## src/rtl/edge_event_ctrl.sv

```systemverilog
// Edge event controller: synchronizes status inputs, latches selected edges as pending events
// and presents them one at a time on a valid/ready port. Define EDGE_EVENT_CTRL_RR_EN for RR.
module edge_event_ctrl #(
  parameter int unsigned DATAWIDTH = 8,
  parameter int unsigned IDWIDTH   = 3
) (
  input  logic                 clk,
  input  logic                 reset,
  input  logic [DATAWIDTH-1:0] i,
  input  logic [DATAWIDTH-1:0] rise_en,
  input  logic [DATAWIDTH-1:0] fall_en,
  input  logic [DATAWIDTH-1:0] mask,
  input  logic [DATAWIDTH-1:0] ovr_clr,
  output logic                 ev_valid,
  output logic [IDWIDTH-1:0]   ev_id,
  input  logic                 ev_ready,
  output logic [DATAWIDTH-1:0] pending,
  output logic [DATAWIDTH-1:0] ovr,
  output logic                 irq
);

  typedef enum logic {StEmpty, StFull} state_e;

  state_e                 state_q;
  logic [DATAWIDTH-1:0]   s1_q, s2_q, old_q;
  logic [1:0]             warm_q;
  logic                   valid_q;
  logic [IDWIDTH-1:0]     id_q;
  logic [DATAWIDTH-1:0]   pend_q, pend_d;
  logic [DATAWIDTH-1:0]   ovr_q, ovr_d;
  logic [DATAWIDTH-1:0]   edge_det;
  logic [DATAWIDTH-1:0]   elig;
  logic                   any_elig;
  logic                   grant;
  logic [IDWIDTH-1:0]     sel;
`ifdef EDGE_EVENT_CTRL_RR_EN
  logic [IDWIDTH-1:0]     ptr_q;
  logic [DATAWIDTH-1:0]   above;
  logic [DATAWIDTH-1:0]   elig_hi;
`endif

  function automatic logic [IDWIDTH-1:0] lowest(input logic [DATAWIDTH-1:0] v);
    lowest = '0;
    for (int j = int'(DATAWIDTH) - 1; j >= 0; j--) begin
      if (v[j]) lowest = IDWIDTH'(j);
    end
  endfunction

  // Edges are suppressed until s1/s2/old all hold post-reset samples.
  always_comb begin
    edge_det = '0;
    if (warm_q == 2'd3) begin
      edge_det = (s2_q & ~old_q & rise_en) | (~s2_q & old_q & fall_en);
    end
  end

  assign elig     = pend_q & mask;
  assign any_elig = |elig;
  assign grant    = any_elig & ((state_q == StEmpty) | ev_ready);

`ifdef EDGE_EVENT_CTRL_RR_EN
  // Prefer eligible bits above the last grant; otherwise wrap to the lowest index.
  always_comb begin
    above = '0;
    for (int j = 0; j < int'(DATAWIDTH); j++) begin
      if (j > int'(ptr_q)) above[j] = 1'b1;
    end
    elig_hi = elig & above;
    sel     = (|elig_hi) ? lowest(elig_hi) : lowest(elig);
  end
`else
  always_comb begin
    sel = lowest(elig);
  end
`endif

  always_comb begin
    pend_d = pend_q | edge_det;
    if (grant) begin
      pend_d = (pend_q & ~(DATAWIDTH'(1) << sel)) | edge_det;
    end
    ovr_d = (ovr_q & ~ovr_clr) | (edge_det & pend_q);
  end

  always_ff @(posedge clk) begin
    if (reset) begin
      state_q <= StEmpty;
      s1_q    <= '0;
      s2_q    <= '0;
      old_q   <= '0;
      warm_q  <= 2'd0;
      valid_q <= 1'b0;
      id_q    <= '0;
      pend_q  <= '0;
      ovr_q   <= '0;
`ifdef EDGE_EVENT_CTRL_RR_EN
      ptr_q   <= IDWIDTH'(DATAWIDTH - 1);
`endif
    end else begin
      s1_q   <= i;
      s2_q   <= s1_q;
      old_q  <= s2_q;
      pend_q <= pend_d;
      ovr_q  <= ovr_d;
      if (warm_q != 2'd3) warm_q <= warm_q + 2'd1;
      if (grant) begin
        valid_q <= 1'b1;
        id_q    <= sel;
        state_q <= StFull;
`ifdef EDGE_EVENT_CTRL_RR_EN
        ptr_q   <= sel;
`endif
      end else if ((state_q == StFull) && ev_ready) begin
        valid_q <= 1'b0;
        state_q <= StEmpty;
      end
    end
  end

  assign ev_valid = valid_q;
  assign ev_id    = id_q;
  assign pending  = pend_q;
  assign ovr      = ovr_q;
  assign irq      = valid_q | (|(pend_q & mask));

endmodule

```

## config.mk

```make
export PLATFORM = sky130hd
export DESIGN_NAME = edge_event_ctrl
export DESIGN_NICKNAME = d
export VERILOG_FILES = /design/src/rtl/edge_event_ctrl.sv
export SDC_FILE = /design/constraint.sdc
export NUM_CORES = 1
export LEC_CHECK = 0
export ABC_AREA = 1
export CAP_MARGIN = 20
export CELL_PAD_IN_SITES_DETAIL_PLACEMENT = 1
export CELL_PAD_IN_SITES_GLOBAL_PLACEMENT = 1
export CORE_MARGIN = 4
export CORE_UTILIZATION = 30
export DETAILED_ROUTE_END_ITERATION = 12
export PLACE_DENSITY = 0.73
export REMOVE_ABC_BUFFERS = 1
export SLEW_MARGIN = 20
export SYNTH_ARGS = -nofsm -noshare
export SYNTH_HDL_FRONTEND = slang
export SYNTH_SLANG_ARGS = --single-unit
```

## constraint.sdc

```tcl
create_clock -name clk -period 1.25 [get_ports clk]
set_input_delay 0.1875 -clock clk [delete_from_list [all_inputs] [get_ports clk]]
set_output_delay 0.1875 -clock clk [all_outputs]
set_load 0.01 [all_outputs]
```

Word level (Yosys, flattened, before mapping):

Index checks and enable logic that the tools add are counted.
Widths: inputs -> output; s select.

* word-level logic and storage cells: 47
* bits in latches: 0
* input bits: 43
* bits in read-only memories: 0
* RAM bits: 0
* register bits after elaboration: 46
* memories: 0

* add/sub/neg operators: 1
* $lt $le $gt $ge: 0
* $mul: 0
* divide/modulo/power cells: 0
* bitwise gates (word level): 20
* equal/unequal tests: 2
* shift operators: 1
* multiplexer cells: 12
* reduce and logical (&&, ||, !) cells: 3

Operators with widths (count)
* $and 8x8->8: 8
* $not 8->8: 4
* $or 8x8->8: 4
* $mux 3: 8
* $mux 8: 2
* $reduce_or 8->1: 1
* $shl 1x3->8 const A: 1
* $add 2x1->2 const B: 1
* $eq 2x2->1 const B: 1
* $mux 1: 2
* $ne 2x2->1 const B: 1
* $or 1x1->1: 2
* $reduce_bool 2->1: 1
* $and 1x1->1: 1
* $logic_and 1x1->1: 1
* $not 1->1: 1

Logic depth before layout (Yosys ltp):

* depth after elaboration: 14
* depth in mapped cells: 12
* gate-level depth less buffers: 12

Least setup slack after synthesis:

No wires, ideal clock.

* kind: reg2reg
* start point: register pend_q[5] (netlist: pending[5])
* end point: register pend_q[5] (netlist: pending[5])
* arrival time: 1075 ps
* stages on the path, launching flop included: 10
* setup time: 132 ps
* slack: 43 ps
* clock period less this slack: 1207 ps
* data required time: 1118 ps
* cells stage by stage: dfxtp_1 -> nand2_1 -> nand2_1 -> inv_2 -> nand3_1 -> nand2_1 -> nor2_4 -> nand4_1 -> nand2_1 -> a21oi_2

* longest elaborated chain between the ends: 12
* elaborated cells between the ends (all ways): 15
* those cells by class: 1 x shift; 7 x mux; 6 x bitwise; 1 x reduce/logical

Ends and longest elaborated chain
* from (decl): RTL line 29 `logic [DATAWIDTH-1:0] pend_q, pend_d;`
* from (signal assigned): RTL line 103 `pend_q <= pend_d;`
* $and 8x8->8: RTL line 57 `assign elig = pend_q & mask;`
* $mux 3 (6 in series): RTL line 45 `if (v[j]) lowest = IDWIDTH'(j);`
* $shl 1x3->8: RTL line 80 `pend_d = (pend_q & ~(DATAWIDTH'(1) << sel)) | edge_det;`
* $not 8->8: RTL line 80
* $and 8x8->8: RTL line 80
* $or 8x8->8: RTL line 80
* $mux 8 *: RTL line 79 `if (grant) begin`

Mark *: on every way between the ends. The rest lies on a longest branch, timed or not.
A chain may end at the register's enable or synchronous reset.

Worst setup path in the final report:

* start point: input port mask[3]
* end point: register pend_q[5] (netlist: pending[5])

* longest elaborated chain between the ends: 10
* elaborated cells between the ends (all ways): 12
* those cells by class: 1 x shift; 5 x mux; 5 x bitwise; 1 x reduce/logical

Ends and longest elaborated chain
* from (decl): RTL line 12 `input logic [DATAWIDTH-1:0] mask,`
* $and 8x8->8 *: RTL line 57
* $mux 3 (4 in series): RTL line 45
* $shl 1x3->8: RTL line 80
* $not 8->8: RTL line 80
* $and 8x8->8: RTL line 80
* $or 8x8->8: RTL line 80
* $mux 8 *: RTL line 79

Marked as above.

==> run metrics <==
outcome finished, violations left; failing checks negative setup slack; Syn Inst Count 249; post-synthesis register bit count 46; number of top-level pins 64; register area share after synthesis 49.7%; final setup margin -0.210 ns; max cap viols 0; drt wl/cell 12.2 um; ANT nets after route 0; FF+latch area 930 um2; Reg clk slew, reported paths 0.09 ns; Final Hold Viols 0; initial antenna violation count 0; commonest non-fill, non-tap cell in the layout nand2_1; Max-Slew Margin vs Limit 81.9%; Bufs on Longest Clock Path 2; RSZ-0062 raised after global routing true; 1st-pass router iterations 4; number of global-route vias before repair 1934; crit end category register; 1st-iter DRT viols 73; setup violators final 12; Slew @ Worst Pin 0.271 ns; critical path class in2reg; share of cells above drive strength 1 26.9%; Core ar. 0.00596 mm2; clock sinks 46; GP Congestion 0.739; CTS tree done; most frequent cells in the layout 46 x nand2_1, 40 x clkdlybuf4s50_1, 39 x dfxtp_1; most common flop cell mapped by yosys dfxtp_1; port buffer count 63; vias 1832; Yosys top cell by area dfxtp_1; # DRC 0; Max IR drop VDD 0.000571 V; Post-synth EDFFs 0; GRT Overall Usage 14.7%; final count of pins violating max slew 0; Rows 28; DIE WIDTH 86.6 um; area grow syn2layout 59.8%; largest net degree at the start of global routing 20; total wire length 5.07 mm; htree depth 2; Nets 385; skew final 0.00529 ns; Hold WC Path Type in2reg; Vias/cell 4.39; Final period util 117%; data arrival time of the critical path 1.65 ns; post-route minimum period 1.46 ns; post-synth top area share 49.7%; overall power 3090 uW; clk_lat worst skew 0.30 ns; final global-route overflow total 0; number of fill cells 742; syn_area_per_cell 7.44 um2; Root Driver clkbuf_8; synth top area cells dfxtp_1 50%, nand2_1 11%, inv_1 7.7%; starting density of the core 31.1%; Lkg Pwr 0.00137 uW; dpl hpwl 3.77 mm; CP required 1.44 ns; DIE HEIGHT 86.6 um; PwrDens 1040 mW/mm2; Critical Path Source Type input pin; synth unique cells 23; Diodes inserted 0; Die ar. 0.00750 mm2; utilization after layout 49.7%; FFs w/ async S/R, synth 0%; Max Freq 685 MHz; maximum fanout along the worst path 5; Inserted Clock Buffers 5; first-pass GRT wire length 8.73 mm; Post-Syn Area 0.00185 mm2; area of the multi-input gates 842 um2; Yosys warnings 0
report_power, final:
group / internal, uW / total, uW / leakage, uW / switching (uW)
Combinational: 239 / 438 / 0.000940 / 199
Clock: 597 / 1100 / 0.0000514 / 504
Sequential: 1530 / 1560 / 0.000379 / 28.5
Total: 2360 / 3090 / 0.00137 / 731
what timing repair did:
action,in CTS,in global routing
setup buffers,6,0
gates resized for setup,62,17
hold buffers,0,0
setup endpoints to repair,33,19
pin swaps,12,6
gates cloned,0,0
synthesized netlist by cell type (3+ instances only):
cell type,number
clkbuf_1,3
nor2_2,3
o21ai_1,3
dfxtp_1,46
inv_2,3
inv_1,38
nand3_1,23
nor2_1,34
a21oi_2,4
a21oi_1,16
nand2_2,9
nand2_1,53
path summary, 6_finish.rpt:
check                   from    endpoint  slack (ns)  cells past startpoint
setup reg to reg  pending[1]  pending[5]       -0.19                      9
setup / recovery     mask[3]  pending[5]       -0.21                     10
hold reg to reg      s1_q[4]     s2_q[4]        0.41                      2
hold / removal         reset     s1_q[0]        0.14                      2
critical path, stage by stage:
cell and delay (ns):
clkdlybuf4s50_1 0.43, nand2_2 0.10, nand2_2 0.09, buf_4 0.16
nor2_4 0.15, nand2_1 0.11, nor2_4 0.17, nand4_1 0.12
nand2_1 0.09, a21oi_2 0.04
logic make-up after synthesis:
group / synth area share [%]
AO/OA/AOI/OAI: 8.44
XOR/XNOR: 0.473
adder cells (fa/ha/maj): 0.675
buffers and inverters: 11.0
flip-flops: 49.7
AND/OR/NAND/NOR: 29.7
cell type report:
class	count	share of cell area, %
multi-input combinational	154	28.4
sequential	46	31.4
clock inverter	2	1.27
clock buffer	6	2.45
inverter	42	5.45
tap	75	3.17
timing repair buffer	92	27.8
metal layers:
metal	routed length, um	GRT usage (%)
met1	2050	16.6
met2	2620	26.6
met3	327	4.47
met4	70	3.82
met5	0	0
registers in the layout, summed over array words and instances, names as in the netlist:
name / cells
ev_id: 3
s2_q: 8
ev_valid: 1
pending: 8
s1_q: 8
ovr: 8
warm_q: 2
old_q: 8
through the flow:
step	instances	setup TNS (ns)	hold slack (ns)	setup WS, ns	instance area, um2
3_5_place_dp	403	-5.33	0.395	-0.586	2710
5_1_grt	417	-2.70	0.156	-0.321	2960
6_report	417	-1.71	0.144	-0.210	2960
2_1_floorplan	242	0	0.250	0.0608	1810
4_1_cts	417	-1.41	0.139	-0.301	2940
3_3_place_gp	403	-4.97	0.389	-0.570	2710
No activity file was read; power rests on OpenSTA's default activity.
